--- config.mk ---
export PLATFORM = sky130hd
export DESIGN_NAME = regfile_debug_port
export DESIGN_NICKNAME = d
export VERILOG_FILES = /design/src/rtl/regfile_debug_port.sv
export SDC_FILE = /design/constraint.sdc
export NUM_CORES = 1
export LEC_CHECK = 0
export ABC_AREA = 1
export CAP_MARGIN = 15
export CORE_ASPECT_RATIO = 0.7
export CORE_MARGIN = 3
export CORE_UTILIZATION = 45
export CTS_CLUSTER_DIAMETER = 100
export DETAILED_ROUTE_END_ITERATION = 6
export PLACE_DENSITY = 0.79
export SLEW_MARGIN = 20
export SYNTH_ARGS = -nofsm -noshare
export SYNTH_HDL_FRONTEND = slang
export SYNTH_SLANG_ARGS = --single-unit
--- constraint.sdc ---
create_clock -name CLK -period 4.1 [get_ports CLK]
set_clock_uncertainty 0.05 [all_clocks]
set_input_delay 0.82 -clock CLK [delete_from_list [all_inputs] [get_ports CLK]]
set_output_delay 0.82 -clock CLK [all_outputs]
set_load 0.03 [all_outputs]
--- src/rtl/regfile_debug_port.sv ---
// Debug initiator for the integer register file: single read/write, full dump and
// full clear, sharing the register-file write port behind the core writeback path.
module regfile_debug_port #(
  parameter int DATA_W = 32,
  parameter int ADDR_W = 5
) (
  input  logic              CLK,
  input  logic              RESET_N,
  input  logic              cmd_valid,
  output logic              cmd_ready,
  input  logic [1:0]        cmd_op,
  input  logic [ADDR_W-1:0] cmd_addr,
  input  logic [DATA_W-1:0] cmd_wdata,
  output logic              rsp_valid,
  input  logic              rsp_ready,
  output logic [ADDR_W-1:0] rsp_addr,
  output logic [DATA_W-1:0] rsp_data,
  output logic              rsp_last,
  input  logic              core_RegWrite,
  input  logic [ADDR_W-1:0] core_WriteRegister,
  input  logic [DATA_W-1:0] core_WriteData,
  output logic              RegWrite,
  output logic [ADDR_W-1:0] WriteRegister,
  output logic [DATA_W-1:0] WriteData,
  output logic [ADDR_W-1:0] ReadRegister,
  input  logic [DATA_W-1:0] ReadData
);

  typedef enum logic [2:0] {IDLE, READ, WRITE, DUMP_RD, DUMP_RSP, CLEAR, RESP} state_t;

  localparam logic [ADDR_W:0] LAST_IDX = {1'b0, {ADDR_W{1'b1}}};

  state_t              state, state_nxt;
  logic [ADDR_W-1:0]   addr_q, addr_nxt;
  logic [DATA_W-1:0]   wdata_q, wdata_nxt;
  logic [ADDR_W:0]     cnt, cnt_nxt;
  logic [ADDR_W-1:0]   rsp_addr_nxt;
  logic [DATA_W-1:0]   rsp_data_nxt;
  logic                dbg_we;
  logic [ADDR_W-1:0]   dbg_waddr;
  logic [DATA_W-1:0]   dbg_wdata;
  logic [ADDR_W-1:0]   cnt_lo;

  assign cnt_lo = cnt[ADDR_W-1:0];

  // A core write landing in the same cycle as the sample is forwarded, since the
  // register file only shows it on the following cycle.
  function automatic logic [DATA_W-1:0] read_sample(
    input logic [ADDR_W-1:0] idx,
    input logic              c_we,
    input logic [ADDR_W-1:0] c_idx,
    input logic [DATA_W-1:0] c_data,
    input logic [DATA_W-1:0] rf_data
  );
    if (idx == '0)                    return '0;
    else if (c_we && (c_idx == idx))  return c_data;
    else                              return rf_data;
  endfunction

  always_comb begin
    state_nxt    = state;
    addr_nxt     = addr_q;
    wdata_nxt    = wdata_q;
    cnt_nxt      = cnt;
    rsp_addr_nxt = rsp_addr;
    rsp_data_nxt = rsp_data;
    dbg_we       = 1'b0;
    dbg_waddr    = '0;
    dbg_wdata    = '0;
    cmd_ready    = 1'b0;
    rsp_valid    = 1'b0;
    rsp_last     = 1'b0;
    ReadRegister = '0;
    case (state)
      IDLE: begin
        cmd_ready = 1'b1;
        if (cmd_valid) begin
          addr_nxt  = cmd_addr;
          wdata_nxt = cmd_wdata;
          case (cmd_op)
            2'b00:   state_nxt = READ;
            2'b01:   state_nxt = WRITE;
            2'b10: begin
              state_nxt = DUMP_RD;
              cnt_nxt   = '0;
            end
            default: begin
              state_nxt = CLEAR;
              cnt_nxt   = {{ADDR_W{1'b0}}, 1'b1};
            end
          endcase
        end
      end
      READ: begin
        ReadRegister = addr_q;
        rsp_data_nxt = read_sample(addr_q, core_RegWrite, core_WriteRegister,
                                   core_WriteData, ReadData);
        rsp_addr_nxt = addr_q;
        state_nxt    = RESP;
      end
      WRITE: begin
        if (addr_q == '0) begin
          rsp_data_nxt = '0;
          rsp_addr_nxt = '0;
          state_nxt    = RESP;
        end else if (!core_RegWrite) begin
          dbg_we       = 1'b1;
          dbg_waddr    = addr_q;
          dbg_wdata    = wdata_q;
          rsp_data_nxt = wdata_q;
          rsp_addr_nxt = addr_q;
          state_nxt    = RESP;
        end
      end
      DUMP_RD: begin
        ReadRegister = cnt_lo;
        rsp_data_nxt = read_sample(cnt_lo, core_RegWrite, core_WriteRegister,
                                   core_WriteData, ReadData);
        rsp_addr_nxt = cnt_lo;
        state_nxt    = DUMP_RSP;
      end
      DUMP_RSP: begin
        rsp_valid = 1'b1;
        rsp_last  = (cnt == LAST_IDX);
        if (rsp_ready) begin
          if (cnt == LAST_IDX) begin
            state_nxt = IDLE;
          end else begin
            cnt_nxt   = cnt + 1'b1;
            state_nxt = DUMP_RD;
          end
        end
      end
      CLEAR: begin
        // Core cycles stall the sweep; the counter only advances on a debug write.
        if (!core_RegWrite) begin
          dbg_we    = 1'b1;
          dbg_waddr = cnt_lo;
          dbg_wdata = '0;
          if (cnt == LAST_IDX) begin
            rsp_data_nxt = DATA_W'(LAST_IDX);
            rsp_addr_nxt = '0;
            state_nxt    = RESP;
          end else begin
            cnt_nxt = cnt + 1'b1;
          end
        end
      end
      RESP: begin
        rsp_valid = 1'b1;
        if (rsp_ready) state_nxt = IDLE;
      end
      default: state_nxt = IDLE;
    endcase
  end

  always_ff @(posedge CLK or negedge RESET_N) begin
    if (!RESET_N) begin
      state    <= IDLE;
      addr_q   <= '0;
      wdata_q  <= '0;
      cnt      <= '0;
      rsp_addr <= '0;
      rsp_data <= '0;
    end else begin
      state    <= state_nxt;
      addr_q   <= addr_nxt;
      wdata_q  <= wdata_nxt;
      cnt      <= cnt_nxt;
      rsp_addr <= rsp_addr_nxt;
      rsp_data <= rsp_data_nxt;
    end
  end

  assign RegWrite      = core_RegWrite | dbg_we;
  assign WriteRegister = core_RegWrite ? core_WriteRegister : dbg_waddr;
  assign WriteData     = core_RegWrite ? core_WriteData     : dbg_wdata;

endmodule
-- After elaboration in Yosys (flattened, before gate mapping)
Index checks and enable logic that the tools add are counted.
- bits in registers: 83
- bits of input ports: 113
- logic and storage cells: 83
- bitwise logic cells: 1
- mux-type cells: 43
- add/sub/neg operators: 1
- equal/unequal tests: 18
- reduce and logical (&&, ||, !) cells: 14
- operators with widths (operator ; number):
    $mux 32 ; 11
    $pmux 32 s4 ; 1
    $mux 5 ; 6
    $mux 6 ; 4
    $mux 3 ; 7
    $pmux 3 s7 ; 1
    $pmux 5 s2 ; 2
    $pmux 5 s4 ; 1
    $pmux 6 s3 ; 1
    $ne 2x2->1 const B ; 6
    $pmux 6 s2 ; 1
    $eq 5x5->1 ; 2
    $logic_not 5->1 ; 2
    $eq 3x3->1 const B ; 3
    $pmux 3 s3 ; 1
    $add 6x1->6 const B ; 1
    $eq 3x2->1 const B ; 2
    $eq 6x5->1 const B ; 1
    $reduce_and 6->1 ; 1
    $mux 1 ; 5
    $reduce_and 5->1 ; 1
    $reduce_and 4->1 ; 1
    $reduce_bool 4->1 ; 1
    $reduce_or 2->1 ; 2
    other kinds (12) ; 13

-- Logic depth before layout (Yosys ltp)
- word-level depth: 5
- depth in mapped cells: 12
- mapped depth without buffers: 11

-- Least setup slack after synthesis
No wires, ideal clock.
- path type: flip-flop to output port
- from: register state[2]
- to: output WriteData[2]
- required time: 3.230 ns
- arrival: 1.889 ns
- path slack: 1.341 ns
- stages on the path, launching flop included: 9
- cell sequence: dfrtp_1 -> inv_2 -> nand2_1 -> nor2_1 -> nand2_1 -> inv_1 -> buf_2 -> nand2_1 -> o21ai_0
- longest elaborated chain between the ends: 3
- RTL lines (what ; line ; text):
    from (decl) ; 33 ; state_t state, state_nxt;
    from (signal assigned) ; 166 ; state <= state_nxt;
    $eq 3x2->1 ; 74 ; case (state)
    $mux 32 ; - ;
    $mux 32 ; 177 ; assign WriteData = core_RegWrite ? core_WriteData : dbg_wdata;
    to (decl) ; 24 ; output logic [DATA_W-1:0] WriteData,
Every way passes these cells.

-- Worst setup path in the final report
- from: register state[2]
- to: output WriteData[0]
Same word-level chain as after synthesis.

==> summary.txt <==
Timing
  • Final Setup Violations: 0
  • Final Cycle Share: 89.7%
  • Highest Clock Rate: 272 MHz
  • Final count of hold timing violations: 0
  • Slew Limit Fails: 0
  • RSZ-0062 raised after global routing: no
  • Minimum clock period: 3.68 ns
  • Slew headroom: 29.7%
  • Setup TNS: 0 ns
  • Slew @ Worst Pin: 1.05 ns
  • Final setup margin: 0.422 ns

Finish
  • Layout Nets: 1186
  • Commonest non-fill, non-tap cells in the layout: nand2_1, clkdlybuf4s50_1, nor2_1
  • Fillers: 1161
  • Share of cells above drive strength 1: 7.28%
  • Commonest non-fill, non-tap cell in the layout: nand2_1
  • Layout area overhead: 40.5%

Die
  • Rows: 34
  • Die outline height: 102 um
  • Core region area: 0.0126 sq mm
  • Full die area: 0.0146 sq mm
  • Ports: 196
  • Die width: 143 um
  • Initial Util: 46.8%

Synth
  • Cell Area, Synth: 0.00591 sq mm
  • Post-synthesis net count: 1024
  • Distinct cell type count after synthesis: 27
  • Yosys warns: 0
  • Syn Inst Count: 904
  • Sequential area share after synthesis: 35.1%
  • Syn_area_per_cell: 6.54 sq um
  • #FFs+latches synth: 83

Drt
  • Initial DRC Count: 608
  • WL final: 19500 um
  • DR WL/cell: 15.8 um
  • DR vias/cell: 5.28
  • Antenna-violating nets left: 0
  • DRC viols: 0
  • 1st-pass router iterations: 5
  • DR vias: 6515

Clocking
  • Cells resized by post-CTS repair: 0
  • Sink Count: 83
  • Clk Latency, worst-skew pair: 0.33 ns
  • Hold buffer count at CTS: 0
  • # H-tree levels: 3
  • CTS tree: yes
  • CTS Buf Count: 9
  • Clock Tree Root: clkbuf_16
  • Postcts setup bufs: 0
  • CTS clk-pin slew, worst paths: 0.06 ns
  • CTS max path bufs: 2

Setup path
  • Worst setup SP type: register
  • Type of the worst setup path: register to output port
  • Crit-path max FO: 17
  • Req. time, crit path: 3.23 ns
  • Critical path arrival: 2.81 ns
  • Worst setup EP type: output port

Placement
  • Worst slack at placement: 0.520 ns
  • Port Buffers: 195
  • Final GP Congestion: 0.928
  • Detailed Place HPWL: 13600 um

Outcome
  • Status: finished, final reports clean

Power and ir drop
  • Worst ir drop on vdd: 442 uV
  • Design Power: 5.85 mW
  • Power per cell area: 705 mW/mm^2
  • Leak: 4.00 nW

Hold path
  • Hold crit path type: register to register

Global routing
  • Grt ovf: 0
  • Initial antenna violation count: 1
  • Global-route usage over all layers: 27.4%
  • First-pass GRT wire length: 31900 um
  • Vias in the first global route: 6221
  • Largest net degree at the start of global routing: 64

Flow run
  • Max-cap violation count: 0
## routing by layer
| metal | vias up | GRT usage [%] | part of all wire (%) |
|---|---|---|---|
| met4 | 0 | 5.48 | 0.99 |
| met1 | 2971 | 39.2 | 46 |
| met3 | 15 | 6.83 | 9.9 |
| met2 | 311 | 42.5 | 43 |
| met5 | - | 0 | 0 |
| li1 | 3218 | - | - |
## power breakdown
group          internal [mW]  switching, mW
clock network          0.598          0.339
logic                   1.29           2.16
registers               1.24          0.235
## through the flow
stage | area [sq um] | instances | utilization, % | hold slack [ns]
finish | 8310 | 1234 | 65.7 | 0.454
global route | 8310 | 1234 | 65.7 | 0.470
CTS | 8300 | 1233 | 65.7 | 0.457
detailed placement | 7960 | 1217 | 63.0 | 0.443
global placement | 7960 | 1217 | 63.0 | 0.438
floorplan | 5910 | 904 | - | 0.430
## critical path: stages (launching register included)
cell and delay, ns:
dfrtp_1 0.45, inv_2 0.15, nand2_1 0.08, nor2_1 0.17, nand2_1 0.17, inv_1 0.12
buf_4 0.26, nand2_1 0.11, o21ai_0 0.24, clkdlybuf4s50_1 0.72
## state kept, by name, summed over array words and instances (netlist names)
register and flops:
rsp_data 32, wdata_q 32, cnt 6, addr_q 5, rsp_addr 5, state 3
## cell usage after synthesis, drive strengths merged
cell type	n	area, sq um
nand2	273	1020
nor2	125	477
nand3	102	510
inv	98	368
dfrtp	83	2080
o21ai	60	300
nand4	33	206
buf	32	178
mux2	32	360
clkbuf	23	86.3
a21oi	14	70.1
ha	7	87.6
a21boi	5	37.5
o22ai	5	31.3
xor2	4	35.0
nor3	2	15.0
a211oi	1	7.51
a31oi	1	12.5
and3	1	6.26
o211ai	1	7.51
o21a	1	7.51
o31ai	1	7.51
## logic make-up after synthesis
kind of cell             Yosys count  share of synthesized area [%]
XOR/XNOR                           4                          0.592
AND/OR/NAND/NOR                  536                           37.9
multiplexers                      32                           6.09
buffers and inverters            153                           10.7
flip-flops                        83                           35.1
AO/OA/AOI/OAI                     89                           8.15
adder cells (fa/ha/maj)            7                           1.48
## worst paths after layout
check,start,slack [ns],depth (start not counted),to
max,state[2],0.42,9,WriteData[0]
min,wdata_q[6],0.45,1,wdata_q[6]
max reg2reg,state[0],1.48,9,rsp_data[11]
min reg2reg,wdata_q[6],0.45,1,wdata_q[6]
max in group asynchronous,RESET_N,2.62,2,wdata_q[28]
min in group asynchronous,RESET_N,0.50,1,wdata_q[9]
## final cells by class
| class | instances | area [sq um] | share of cell area [%] |
|---|---|---|---|
| multi-input cells | 668 | 3280 | 39.5 |
| flip-flops and latches | 83 | 2080 | 25.0 |
| repair buffers | 206 | 2040 | 24.6 |
| inverters | 98 | 368 | 4.43 |
| clock buffers | 12 | 236 | 2.85 |
| well taps | 162 | 203 | 2.44 |
| clock inverters | 4 | 98.8 | 1.19 |
| diodes | 1 | 2.50 | 0.0301 |
(Power assumes the default switching activity.)
